<file path="src/rtl/mem_port_arbiter.sv">
// Shares one single-port, variable-latency memory between instruction fetch
// and the data (load/store) side of the pipeline. Data requests win over
// fetch because they belong to the older instruction. One global stall
// freezes the pipeline until every request of the current pipeline cycle has
// been served. Byte lanes are big-endian: address offset 0 is bits 31:24.
//
// Memory handshake: m_req is registered and, once raised, m_we/m_be/m_addr/
// m_wdata stay stable until the cycle m_ack is seen high; m_rdata is valid
// in that same cycle. m_req drops the cycle after the ack. An ack seen while
// no access is outstanding (IDLE) is ignored.
module mem_port_arbiter #(
  parameter int LAT_W = 4,
  parameter int CNT_W = 32
) (
  input  logic             clk,
  input  logic             reset,
  input  logic             i_req,
  input  logic [31:0]      i_addr,
  output logic [31:0]      i_rdata,
  input  logic             d_req,
  input  logic             d_we,
  input  logic             d_byte,
  input  logic [31:0]      d_addr,
  input  logic [31:0]      d_wdata,
  output logic [31:0]      d_rdata,
  output logic             stall,
  output logic             m_req,
  output logic             m_we,
  output logic [3:0]       m_be,
  output logic [31:0]      m_addr,
  output logic [31:0]      m_wdata,
  input  logic             m_ack,
  input  logic [31:0]      m_rdata,
  output logic             timeout,
  output logic [CNT_W-1:0] stall_cnt
);

  typedef enum logic [1:0] {
    IDLE  = 2'd0,
    D_ACC = 2'd1,
    I_ACC = 2'd2
  } state_e;

  localparam logic [LAT_W-1:0] LAT_MAX = {LAT_W{1'b1}};
  localparam logic [CNT_W-1:0] CNT_MAX = {CNT_W{1'b1}};

  state_e             state_q, state_d;
  logic               m_req_q, m_req_d;
  logic               m_we_q, m_we_d;
  logic [3:0]         m_be_q, m_be_d;
  logic [31:0]        m_addr_q, m_addr_d;
  logic [31:0]        m_wdata_q, m_wdata_d;
  logic [31:0]        i_rdata_q, i_rdata_d;
  logic [31:0]        d_rdata_q, d_rdata_d;
  logic               d_done_q, d_done_d;
  logic               i_done_q, i_done_d;
  logic               timeout_q, timeout_d;
  logic [LAT_W-1:0]   lat_cnt_q, lat_cnt_d;
  logic [CNT_W-1:0]   stall_cnt_q, stall_cnt_d;

  logic               stall_raw;
  logic               d_pend;
  logic               i_pend;
  logic               d_done_set;
  logic               i_done_set;
  logic               d_byte_st;
  logic [LAT_W-1:0]   lat_next;

  // Pending requests of the current pipeline cycle and the global stall.
  always_comb begin
    d_pend    = d_req & ~d_done_q;
    i_pend    = i_req & ~i_done_q;
    stall_raw = d_pend | i_pend;
    stall     = stall_raw & ~reset;
    d_byte_st = d_we & d_byte;
    lat_next  = (lat_cnt_q == LAT_MAX) ? LAT_MAX : lat_cnt_q + 1'b1;
  end

  // Next-state logic: access sequencing, lane steering, done flags, watchdog.
  always_comb begin
    state_d     = state_q;
    m_req_d     = m_req_q;
    m_we_d      = m_we_q;
    m_be_d      = m_be_q;
    m_addr_d    = m_addr_q;
    m_wdata_d   = m_wdata_q;
    i_rdata_d   = i_rdata_q;
    d_rdata_d   = d_rdata_q;
    timeout_d   = timeout_q;
    lat_cnt_d   = lat_cnt_q;
    d_done_set  = 1'b0;
    i_done_set  = 1'b0;

    unique case (state_q)
      IDLE: begin
        lat_cnt_d = '0;
        if (d_pend) begin
          state_d   = D_ACC;
          m_req_d   = 1'b1;
          m_we_d    = d_we;
          m_addr_d  = {d_addr[31:2], 2'b00};
          m_be_d    = d_byte_st ? (4'b1000 >> d_addr[1:0]) : 4'b1111;
          m_wdata_d = d_byte_st ? {4{d_wdata[7:0]}} : d_wdata;
        end else if (i_pend) begin
          state_d  = I_ACC;
          m_req_d  = 1'b1;
          m_we_d   = 1'b0;
          m_addr_d = {i_addr[31:2], 2'b00};
          m_be_d   = 4'b1111;
        end
      end
      D_ACC, I_ACC: begin
        if (m_ack) begin
          state_d   = IDLE;
          m_req_d   = 1'b0;
          lat_cnt_d = '0;
          if (state_q == D_ACC) begin
            d_done_set = 1'b1;
            if (!m_we_q) begin
              d_rdata_d = m_rdata;
            end
          end else begin
            i_done_set = 1'b1;
            i_rdata_d  = m_rdata;
          end
        end else begin
          // Watchdog only flags a slow memory; the access keeps waiting.
          lat_cnt_d = lat_next;
          if (lat_next == LAT_MAX) begin
            timeout_d = 1'b1;
          end
        end
      end
      default: begin
        state_d = IDLE;
        m_req_d = 1'b0;
      end
    endcase

    // An edge without stall means the pipeline advances and consumes this
    // cycle's requests, so the done flags start over for the next one.
    d_done_d = stall_raw ? (d_done_q | d_done_set) : 1'b0;
    i_done_d = stall_raw ? (i_done_q | i_done_set) : 1'b0;

    stall_cnt_d = (stall_raw && (stall_cnt_q != CNT_MAX)) ? stall_cnt_q + 1'b1
                                                          : stall_cnt_q;
  end

  // State register; reset abandons any outstanding access.
  always_ff @(posedge clk) begin
    if (reset) begin
      state_q     <= IDLE;
      m_req_q     <= 1'b0;
      m_we_q      <= 1'b0;
      m_be_q      <= 4'b0000;
      m_addr_q    <= '0;
      m_wdata_q   <= '0;
      i_rdata_q   <= '0;
      d_rdata_q   <= '0;
      d_done_q    <= 1'b0;
      i_done_q    <= 1'b0;
      timeout_q   <= 1'b0;
      lat_cnt_q   <= '0;
      stall_cnt_q <= '0;
    end else begin
      state_q     <= state_d;
      m_req_q     <= m_req_d;
      m_we_q      <= m_we_d;
      m_be_q      <= m_be_d;
      m_addr_q    <= m_addr_d;
      m_wdata_q   <= m_wdata_d;
      i_rdata_q   <= i_rdata_d;
      d_rdata_q   <= d_rdata_d;
      d_done_q    <= d_done_d;
      i_done_q    <= i_done_d;
      timeout_q   <= timeout_d;
      lat_cnt_q   <= lat_cnt_d;
      stall_cnt_q <= stall_cnt_d;
    end
  end

  // Registered outputs.
  always_comb begin
    m_req     = m_req_q;
    m_we      = m_we_q;
    m_be      = m_be_q;
    m_addr    = m_addr_q;
    m_wdata   = m_wdata_q;
    i_rdata   = i_rdata_q;
    d_rdata   = d_rdata_q;
    timeout   = timeout_q;
    stall_cnt = stall_cnt_q;
  end

endmodule

</file>
<file path="config.mk">
export PLATFORM = sky130hd
export DESIGN_NAME = mem_port_arbiter
export DESIGN_NICKNAME = d
export VERILOG_FILES = /design/src/rtl/mem_port_arbiter.sv
export SDC_FILE = /design/constraint.sdc
export NUM_CORES = 1
export LEC_CHECK = 0
export ABC_CLOCK_PERIOD_IN_PS = 3900
export CAP_MARGIN = 20
export CORE_MARGIN = 2
export CORE_UTILIZATION = 46
export DETAILED_ROUTE_END_ITERATION = 6
export PLACE_DENSITY = 0.86
export SLEW_MARGIN = 30
export SYNTH_ARGS = -nofsm -noshare
export SYNTH_HDL_FRONTEND = slang
export SYNTH_SLANG_ARGS = --single-unit
</file>
<file path="constraint.sdc">
create_clock -name clk -period 3.9 [get_ports clk]
set_input_delay 0.39 -clock clk [delete_from_list [all_inputs] [get_ports clk]]
set_output_delay 0.39 -clock clk [all_outputs]
set_load 0.01 [all_outputs]
</file>
Word level (Yosys, flattened, before mapping)
Index checks and enable logic that the tools add are counted.

Output and inout port bits: 168. Flip-flop bits (word level): 175. Logic and storage cells: 74.

Mux-type cells: 25. Eq/ne operators: 7. Bitwise operators: 14. Reductions and logical operators: 12. Add/subtract/negate cells: 2. Shift operators: 1.

Operators by type and width (count): two-way mux 32 bit (3); adder 32 x 1 -> 32 bit (second input constant) (1); inequality test 32 bit (second input constant) (1); two-way mux 4 bit (5); two-way mux 1 bit (11); == test 4 bit (second input constant) (2); case mux 4 bit (2 select lines) (1); inverter 1 bit (7); two-way mux 2 bit (3); AND reduction 2 bit (3); AND reduction 3 bit (2); adder 4 x 1 -> 4 bit (second input constant) (1); bitwise AND 1 bit (4); case mux 2 bit (2 select lines) (1); AND reduction 4 bit (1); nonzero test 2 bit (2); OR reduction 2 bit (2); >> shifter 4 x 2 -> 4 bit (first input constant) (1); inequality test 3 bit (second input constant) (1); bitwise OR 1 bit (3); == test 2 x 1 -> 1 bit (second input constant) (1); == test 2 bit (second input constant) (1); logical NOT 2 bit (1); inequality test 2 bit (second input constant) (1); 2 further kinds (2).

Depth between registers and ports, before layout
Word-level depth: 5. Gate-level depth with buffers: 8. Mapped depth without buffers: 7.

Worst setup path before layout
No wires, ideal clock.

Kind: reg-to-reg. Start point: register stall_cnt_q[0] (netlist: stall_cnt[0]). End point: register stall_cnt_q[1] (netlist: stall_cnt[1]). Buffers on the path: 2. Period minus slack after synthesis: 2079 ps. Setup slack: 1821 ps. Setup time: 128 ps. Arrival: 1951 ps. Cell stages (with the launch flop): 9. Cell sequence: dfxtp_1 > ha_1 > and4_1 > nand3_1 > o41ai_4 > buf_6 > buf_12 > mux2i_1 > nor2_1.

Word-level cells in the longest chain between the ends: 2. Elaborated cells on any way between the ends: 3.

RTL lines: from (decl) (RTL line 59) `logic [CNT_W-1:0] stall_cnt_q, stall_cnt_d;`; from (signal assigned) (RTL line 178) `stall_cnt_q <= stall_cnt_d;`; branches (longest 2 deep; another with adder 32 x 1 -> 32 bit).

Parallel ways; which one is timed is not known. A chain may end at the register's enable or synchronous reset.

Final worst setup path
Start point: register stall_cnt_q[0] (netlist: stall_cnt[0]). End point: register stall_cnt_q[7] (netlist: stall_cnt[7]).

The elaborated chain is that of the path after synthesis.

==> flow_summary.json <==
{
  "vias": 6939,
  "grtUsageTotal_pct": 24.8,
  "postSynthAreaPerCell_um2": 8.24,
  "first_pass_iters": 5,
  "p_per_area_nw_per_um2": 433,
  "irDropWorstVdd_v": 0.000362,
  "dpl.cell_count": 1284,
  "netlist_area_um2": 7000,
  "area_delta_synth_final_pct": 51.5,
  "die-area_um2": 16200,
  "hp-class": "input port to flip-flop",
  "synthArstFlopShare_pct": 0,
  "ys_ff_latch": 173,
  "cp.required_ns": 4.20,
  "io_buffers": 298,
  "cts_buffer_depth": 2,
  "die_w_um": 127,
  "hpwl_mm": 14.7,
  "start_kind": "flip-flop",
  "cts_sinks": 173,
  "hold_ws_ns": 0.302,
  "clock_latency_ns": 0.42,
  "yosysSeqAreaShare_pct": 49.5,
  "skew_ns": 0.0126,
  "worst_setup_path_end_kind": "flip-flop",
  "cts-root-buf": "clkbuf_16",
  "fin_crit_sh_pct": 66.0,
  "relSlewSlack_pct": 48.1,
  "cts_buffers": 17,
  "cts_setup_buffers": 0,
  "grt_start_max_net_pins": 176,
  "viasPerCell": 5.27,
  "drc": 0,
  "yosys_warnings": 0,
  "fin_cells": 1317,
  "ios": 303,
  "period_needed_ns": 2.57,
  "synth_ff_type": "dfxtp_1",
  "drtIter0Drc": 366,
  "postCtsHoldBufs": 0,
  "grt_pass1_wl_mm": 32.3,
  "clkTransAtPathRegs_ns": 0.06,
  "grt.overflow.total": 0,
  "routed_wl_mm": 20.6,
  "diodes": 0,
  "syn_inst": 849,
  "p_leak_nw": 3.87,
  "antenna_found_initial": 0,
  "max_freq_mhz": 389,
  "drv_slew": 0,
  "tns_ns": 0,
  "htree_levels": 4,
  "setup_viol": 0,
  "initial_core_util_pct": 46.5,
  "hold_violations": 0,
  "die_h_um": 127,
  "cts_tree": "done",
  "grt_setup_unrepaired": "false",
  "ant_nets": 0,
  "drv_cap": 0,
  "core_um2": 15000,
  "cts.repair.resized": 0,
  "globalplace.congestion": 0.857,
  "wire_per_inst_um": 15.7,
  "num_rows": 45,
  "status": "complete, no violations",
  "cp.arrival_ns": 2.87,
  "grt_pass1_vias": 6434,
  "crit_type": "flip-flop to flip-flop",
  "drive_gt1_share_pct": 5.05,
  "yosysUniqueCellTypes": 47,
  "synth_edf_count": 0,
  "nNetsFinal": 1257,
  "cp_max_fo": 15,
  "tightest_slew_ns": 0.777,
  "total_power_mw": 4.59
}
==> critical path: stages, from the launching register on <==
cell and delay (ns):
dfxtp_1 0.40, ha_1 0.22, and4_1 0.29, nand3_1 0.22
o41ai_4 0.63, buf_4 0.30, nor4_1 0.08, mux2_1 0.32
==> synth_stat cells (2+ instances only) <==
cell / count / area share, %
nor2b_1: 4 / 0.36
and3_1: 2 / 0.18
o31ai_1: 6 / 0.64
nand3_1: 10 / 0.72
inv_1: 7 / 0.38
a31oi_1: 2 / 0.18
buf_2: 5 / 0.36
nor2_1: 84 / 4.5
or2_2: 4 / 0.36
nand4_2: 3 / 0.54
ha_1: 6 / 1.1
clkbuf_1: 48 / 2.6
a22oi_1: 3 / 0.32
nand4_1: 5 / 0.45
buf_4: 2 / 0.21
dfxtp_1: 173 / 50
a21oi_1: 127 / 9.1
or3_1: 19 / 1.7
a211oi_1: 33 / 3.5
o22ai_1: 4 / 0.36
nor4_1: 3 / 0.27
nor3_1: 27 / 1.9
or4_1: 5 / 0.54
xor2_1: 5 / 0.63
mux2_1: 2 / 0.32
buf_1: 2 / 0.11
mux2i_1: 32 / 4.6
and2_1: 2 / 0.18
and4_1: 2 / 0.25
o21a_1: 2 / 0.21
o21ai_1: 7 / 0.50
o21ai_0: 13 / 0.93
nand2b_1: 5 / 0.45
nand2_1: 182 / 9.8
==> path summary, 6_finish.rpt <==
| path | startpoint | end | slack [ns] | cells past startpoint |
|---|---|---|---|---|
| max | stall_cnt[0] | stall_cnt[7] | 1.33 | 7 |
| min | reset | i_done_q | 0.30 | 3 |
| max reg2reg | stall_cnt[0] | stall_cnt[7] | 1.33 | 7 |
| min reg2reg | d_rdata[13] | d_rdata[13] | 0.45 | 2 |
==> metrics by stage <==
stage                     area (um2)  util [%]  setup slack (ns)
after floorplan                 7000         -              1.82
after global placement         10000      66.8              1.29
after detailed placement       10000      66.8              1.22
after CTS                      10600      70.5              1.17
after global routing           10600      70.5              1.21
final                          10600      70.5              1.33
==> state kept, by name, indices dropped and copies added (netlist names), 2 cells and up <==
name	cells
d_rdata	32
stall_cnt	32
m_wdata	32
m_addr	30
m_be	4
i_rdata	32
lat_cnt_q	4
state_q	2
==> cells by family (layout without fill, tap and decap cells) <==
family / after synthesis / count (layout) / share of synthesized area, %
AND/OR/NAND/NOR: 359 / 359 / 22.6
AO/OA/AOI/OAI: 204 / 204 / 17.1
flip-flops: 173 / 173 / 49.5
buffers and inverters: 66 / 345 / 4.08
multiplexers: 34 / 34 / 4.90
adder cells (fa/ha/maj): 6 / 6 / 1.07
XOR/XNOR: 6 / 6 / 0.751
other: 1 / 2 / 0.0536
==> report_power, final <==
part | total [mW] | internal, mW | leakage (nW) | switching, mW
combinational | 1.01 | 0.515 | 2.18 | 0.494
sequential | 2.00 | 1.92 | 1.41 | 0.0808
clock | 1.58 | 0.848 | 0.271 | 0.729
==> per-layer routing <==
metal	global-route usage, %	wire, um	vias up
li1	-	-	3466
met1	28.5	8050	3170
met2	42.2	10500	257
met3	6.91	1320	46
met4	12.9	805	0
met5	0	0	-
==> area by class of cell <==
cell class              count  area, um2
repair buffers            306       3050
fillers                  1186       4430
clock buffers              19        443
inverters                   7       26.3
clock inverters            13        104
multi-input cells         611       3280
flip-flops and latches    173       3460
well taps                 188        235
==> cell usage in the layout, fill, tap and decap left out, types with 7 or more instances in the layout <==
master | synthesis | final
buf_4 | 2 | 8
dfxtp_1 | 173 | 173
nand3_1 | 10 | 10
mux2i_1 | 32 | 32
o21ai_0 | 13 | 13
a211oi_1 | 33 | 33
or3_1 | 19 | 19
o21ai_1 | 7 | 7
a21oi_1 | 127 | 127
nor3_1 | 27 | 27
inv_1 | 7 | 7
clkdlybuf4s50_1 | 0 | 297
clkbuf_16 | 0 | 17
nand2_1 | 182 | 182
nor2_1 | 84 | 80
(Power assumes the default switching activity.)
==> patch 1 (same settings) <==
Encoding of `state_e`: now one-hot (3 bits for 3 states).
--- a/src/rtl/mem_port_arbiter.sv
+++ b/src/rtl/mem_port_arbiter.sv
@@ -35,10 +35,10 @@
   output logic [CNT_W-1:0] stall_cnt
 );
 
-  typedef enum logic [1:0] {
-    IDLE  = 2'd0,
-    D_ACC = 2'd1,
-    I_ACC = 2'd2
+  typedef enum logic [2:0] {
+    IDLE  = 3'b001,
+    D_ACC = 3'b010,
+    I_ACC = 3'b100
   } state_e;
 
   localparam logic [LAT_W-1:0] LAT_MAX = {LAT_W{1'b1}};
Function: same outputs for any inputs over 4 cycles, from zero or initial values and one cycle with reset high; so few cycles prove little.
==> patch 1 against the unedited design <==
  * Clock power up 15%
  * Total power shrank 1.9%
  * Sequential power fell by 3%
  * Utilization is 0.65 points higher
  * Routed wire length is 5.5% higher
  * Setup slack worse by 250 ps
  * Sequential cell count up 1
  * Synthesized area decreased by 0.27%
  * Cell count increased by 1.8%
  * Final area increased by 0.92%
  * Critical path type unchanged
  * Critical endpoint is now stall_cnt[29]
  * Largest cell class unchanged
==> patch 1: results (changes against the unedited design) <==
cts:
  clockRootBuffer: "clkbuf_16"
  worstSkewPairLatency_ps: 430
  htree_levels: 4  # unchanged
  clk_pin_slew_ps: 60  # about the same
  cts_setup_buffers: 0  # unchanged
  cts_resized: 0  # unchanged
power:
  leakage_nw: 3.702  # -4.3%
  ir_drop_v: 0.0003433  # -5.3%
synthesis:
  synth_cell_types: 42  # -11%
  synth_common_cells: "nand2_1 (223), dfxtp_1 (174), a21oi_1 (101), nor2_1 (80), clkbuf_1 (60)"
  async_flop_share_pct: 0  # unchanged
  ys_seq_area_share_pct: 49.93  # +0.42 points
  synth.area.top_cells: "dfxtp_1 (50%), nand2_1 (12%), a21oi_1 (7.2%)"
  avgSynthCellArea_um2: 7.992  # -3.0%
  synthFlopType: "dfxtp_1"
placement:
  hpwl_um: 15130  # +2.7%
  gp_congestion: 0.8393  # -2.0%
  post_dp_cell_area_mm2: 0.01006  # +0.14%
  io_buffers: 298  # unchanged
  dp_cells: 1309  # +1.9%
  pre_cts_slack_ps: 989.6  # -230.6 ps
route:
  firstDrtPassIters: 5  # unchanged
  vias: 7264  # +4.7%
  first_iter_violations: 519  # +42%
  viasPerCell: 5.417  # +2.8%
  met3WireLength_um: 1771  # +34%
  wl_met1_um: 8629  # +7.2%
  wl_per_cell_um: 16.25  # +3.6%
  wl_met2_um: 10600  # +1.2%
grt:
  track_usage_pct: 25.82  # +1.0 points
  grt_pass1_vias: 6628  # +3.0%
  grt_max_degree: 72  # -59%
  antenna_found_initial: 0  # unchanged
  grt_pass1_wl_um: 33470  # +3.5%
sta:
  final-hold-violation-count: 0  # unchanged
  skew_ps: 6.364  # -6.215 ps
  slew_headroom_pct: 28.81  # -19 points
finish:
  layout-drive-gt1-share_pct: 4.857  # -0.19 points
hold_path:
  hold_path.startpoint: "d_rdata[21]"
  hp-class: "reg2reg"
critical_path:
  worstPathArrival_ps: 3180  # +310 ps
  worstReg2RegStart: "stall_cnt[2]"
  startpoint_type: "register"
  crit_fanout: 7  # -8
run_status:
  status: "completed"
## patch 1: cell types whose count changed after synthesis, moves of 5 or more
cell,delta
clkbuf_1,+12
o21ai_1,-7
mux2i_1,-31
or3_1,-5
nand2_1,+41
a21oi_1,-26
a311oi_1,+30
or4_1,+5
and3_1,+8
a211oi_1,-5
## patch 1: area by class of cell
| cell class | count | area [µm²] |
|---|---|---|
| fillers | 1153 | 4335 |
| repair buffers | 311 | 3078 |
| clock buffers | 20 | 446.7 |
| inverters | 4 | 15.01 |
| clock inverters | 12 | 182.7 |
| well taps | 188 | 235.2 |
| multi-input cells | 632 | 3257 |
| flip-flops and latches | 174 | 3483 |
## patch 1: cells by family after synthesis
group	after synthesis	share of synthesized area, %
simple gates	418	26.42
compound gates	199	17.90
flops	174	49.93
buf+inv	68	3.838
xor+xnor	7	0.8788
mux	4	0.6277
fa+ha+maj	2	0.3586
other cells	1	0.05375
## patch 1: critical path, cell delays in order (launching register included)
cell and delay, ps:
dfxtp_1 440, nand4_1 240, a2111oi_0 960, o311ai_1 470, or4_1 500, a21oi_1 140
## patch 1: power by group
group | internal [mW] | switching [mW]
clock | 1.10 | 0.725
sequential | 1.88 | 0.0614
combinational | 0.390 | 0.345
## patch 1: worst paths after layout
path,slack [ps],cells past startpoint,end
worst min-delay path,450,2,d_rdata[21]
worst min register to register,450,2,d_rdata[21]
worst max-delay path,1080,5,stall_cnt[29]
worst max register to register,1080,5,stall_cnt[29]
## patch 1: routing by layer
layer | up-vias | global-route usage, %
li1 | 3562 | -
met1 | 3350 | 29.76
met2 | 298 | 43.96
met3 | 54 | 8.543
met4 | 0 | 11.18
met5 | - | 0
==> patch 2 (same settings) <==
Without the edit above. The parameter `LAT_W` goes from 4 to 6.
--- a/src/rtl/mem_port_arbiter.sv
+++ b/src/rtl/mem_port_arbiter.sv
@@ -9,7 +9,7 @@
 // in that same cycle. m_req drops the cycle after the ack. An ack seen while
 // no access is outstanding (IDLE) is ignored.
 module mem_port_arbiter #(
-  parameter int LAT_W = 4,
+  parameter int LAT_W = 6,
   parameter int CNT_W = 32
 ) (
   input  logic             clk,
Formal check against the unedited RTL: same outputs for any inputs over 4 cycles, from zero or initial values and one cycle with reset high; that may be too few to reach the edited logic, so the function may still have changed.
==> patch 2 against the unedited design <==
  * Total power rose by 0.90%
  * Synthesized area rose by 2.0%
  * Sequential share of layout area barely moved
  * Critical path depth fell by 2
  * Register-to-register slack improved by 180 ps
  * Clock skew fell by 1.2 ps
  * Setup slack improved by 98 ps
  * Cell count rose by 1.7%
  * Final area rose by 1.3%
  * Via count rose by 2.6%
  * Non-clock buffer count rose by 1
  * Sequential cell count rose by 2
  * Routed wire length rose by 3.5%
  * Largest power group unchanged
  * Highest routed layer unchanged
==> patch 2: results (changes against the unedited design) <==
critical_path:
  reg2reg_to: "stall_cnt[2]"
  reg2reg_slack_ps: 1510  # +180 ps
  crit_fanout: 7  # -8
  worstReg2RegStart: "stall_cnt[1]"
  worstPathArrival_ps: 2090  # -780 ps
  startpoint: "i_req"
  endpoint: "stall"
placement:
  hpwl_um: 15560  # +5.7%
  pre_cts_slack_ps: 1411  # +190.8 ps
  gp_congestion: 0.8625  # +0.67%
  post_dp_cell_area_mm2: 0.01017  # +1.3%
finish:
  nNetsFinal: 1279  # +1.8%
  layout-drive-gt1-share_pct: 4.778  # -0.27 points
  stdcell_area_mm2: 0.01074  # +1.3%
  fill_cells: 1181  # -0.42%
grt:
  grt_pass1_wl_um: 32980  # +2.0%
  gr-usage-met2_pct: 45.21  # +3.1 points
  grt_max_degree: 83  # -53%
  grt_pass1_vias: 6681  # +3.8%
  antenna_found_initial: 1  # +1
  grt_util_met3_pct: 7.859  # +0.95 points
  grtUsageMet1_pct: 27.65  # -0.80 points
  track_usage_pct: 25.20  # +0.41 points
sta:
  skew_ps: 11.35  # -1.228 ps
  hold_ws_ps: 451.4  # +149.3 ps
  period_minus_slack_ps: 2476  # -97.67 ps
  worst_pin_slew_ps: 835.5  # +58.71 ps
route:
  routed_wl_um: 21370  # +3.5%
  met3WireLength_um: 1727  # +31%
  first_iter_violations: 277  # -24%
  wl_per_cell_um: 15.95  # +1.7%
  viasPerCell: 5.311  # +0.80%
  firstDrtPassIters: 4  # -1
  wl_met2_um: 10840  # +3.5%
  route.antenna.remaining_nets: 0  # unchanged
  wl_met1_um: 8183  # +1.7%
hold_path:
  hp-class: "reg2reg"
  hold_path.startpoint: "m_wdata[6]"
cts:
  clockRootBuffer: "clkbuf_16"
  cts_inserted_buffers: 17  # unchanged
power:
  ir_drop_v: 0.0002852  # -21%
  leakage_nw: 3.881  # +0.34%
synthesis:
  ys_seq_area_share_pct: 49.08  # -0.43 points
  synth_common_cells: "nand2_1 (184), dfxtp_1 (175), a21oi_1 (121), nor2_1 (90), clkbuf_1 (48)"
  synth_cell_types: 51  # +8.5%
  synth_cells: 873  # +2.8%
  synth.area.top_cells: "dfxtp_1 (49%), nand2_1 (9.7%), a21oi_1 (8.5%)"
run_status:
  status: "completed"
==> patch 2: cell types whose count changed in the layout (fill, tap and decap cells not counted), sizes merged, moves of 4 or more <==
cell / unedited run / this run
nand2b: 5 / 1
xor2: 5 / 1
a21oi: 127 / 121
xnor2: 1 / 11
nand3: 10 / 16
inv: 14 / 10
o21ai: 20 / 40
nor3: 27 / 8
or3: 19 / 12
nor2: 84 / 90
==> patch 2: critical path: stages <==
cell,delay [ps]
clkdlybuf4s50_1,430
nor2b_1,160
nor2_1,390
nor2_1,130
clkdlybuf4s50_1,590
==> patch 2: layout make-up <==
cell class | count | area share (%)
Clock buffer | 22 | 4.509
Clock inverter | 10 | 0.7224
Tap cell | 188 | 2.190
Inverter | 7 | 0.2447
Timing Repair Buffer | 307 | 28.38
Antenna cell | 1 | 0.02330
Multi-Input combinational cell | 630 | 31.31
Sequential cell | 175 | 32.62
==> patch 2: worst min path at each step <==
| stage | endpoint | cells after the start |
|---|---|---|
| after floorplan | i_done_q | 1 |
| after global placement | i_rdata[7] | 2 |
| after detailed placement | d_rdata[6] | 2 |
| after CTS | m_wdata[6] | 2 |
| after global routing | d_rdata[30] | 2 |
| final | m_wdata[6] | 2 |
==> patch 2: kinds of logic (layout without fill, tap and decap cells) <==
kind of cell	count (synthesis)	count (layout)	share of synthesized area (%)
flip-flops	175	175	49.08
other	1	3	0.05254
AO/OA/AOI/OAI	218	218	17.48
buffers and inverters	69	346	4.066
multiplexers	34	34	4.855
adder cells (fa/ha/maj)	6	6	1.052
AND/OR/NAND/NOR	358	358	21.95
XOR/XNOR	12	12	1.472
==> patch 2: power breakdown <==
part | total [mW] | switching, mW | internal, mW
registers | 2.02 | 0.0842 | 1.94
clock network | 1.62 | 0.725 | 0.891
logic | 0.988 | 0.483 | 0.504
total | 4.63 | 1.29 | 3.34
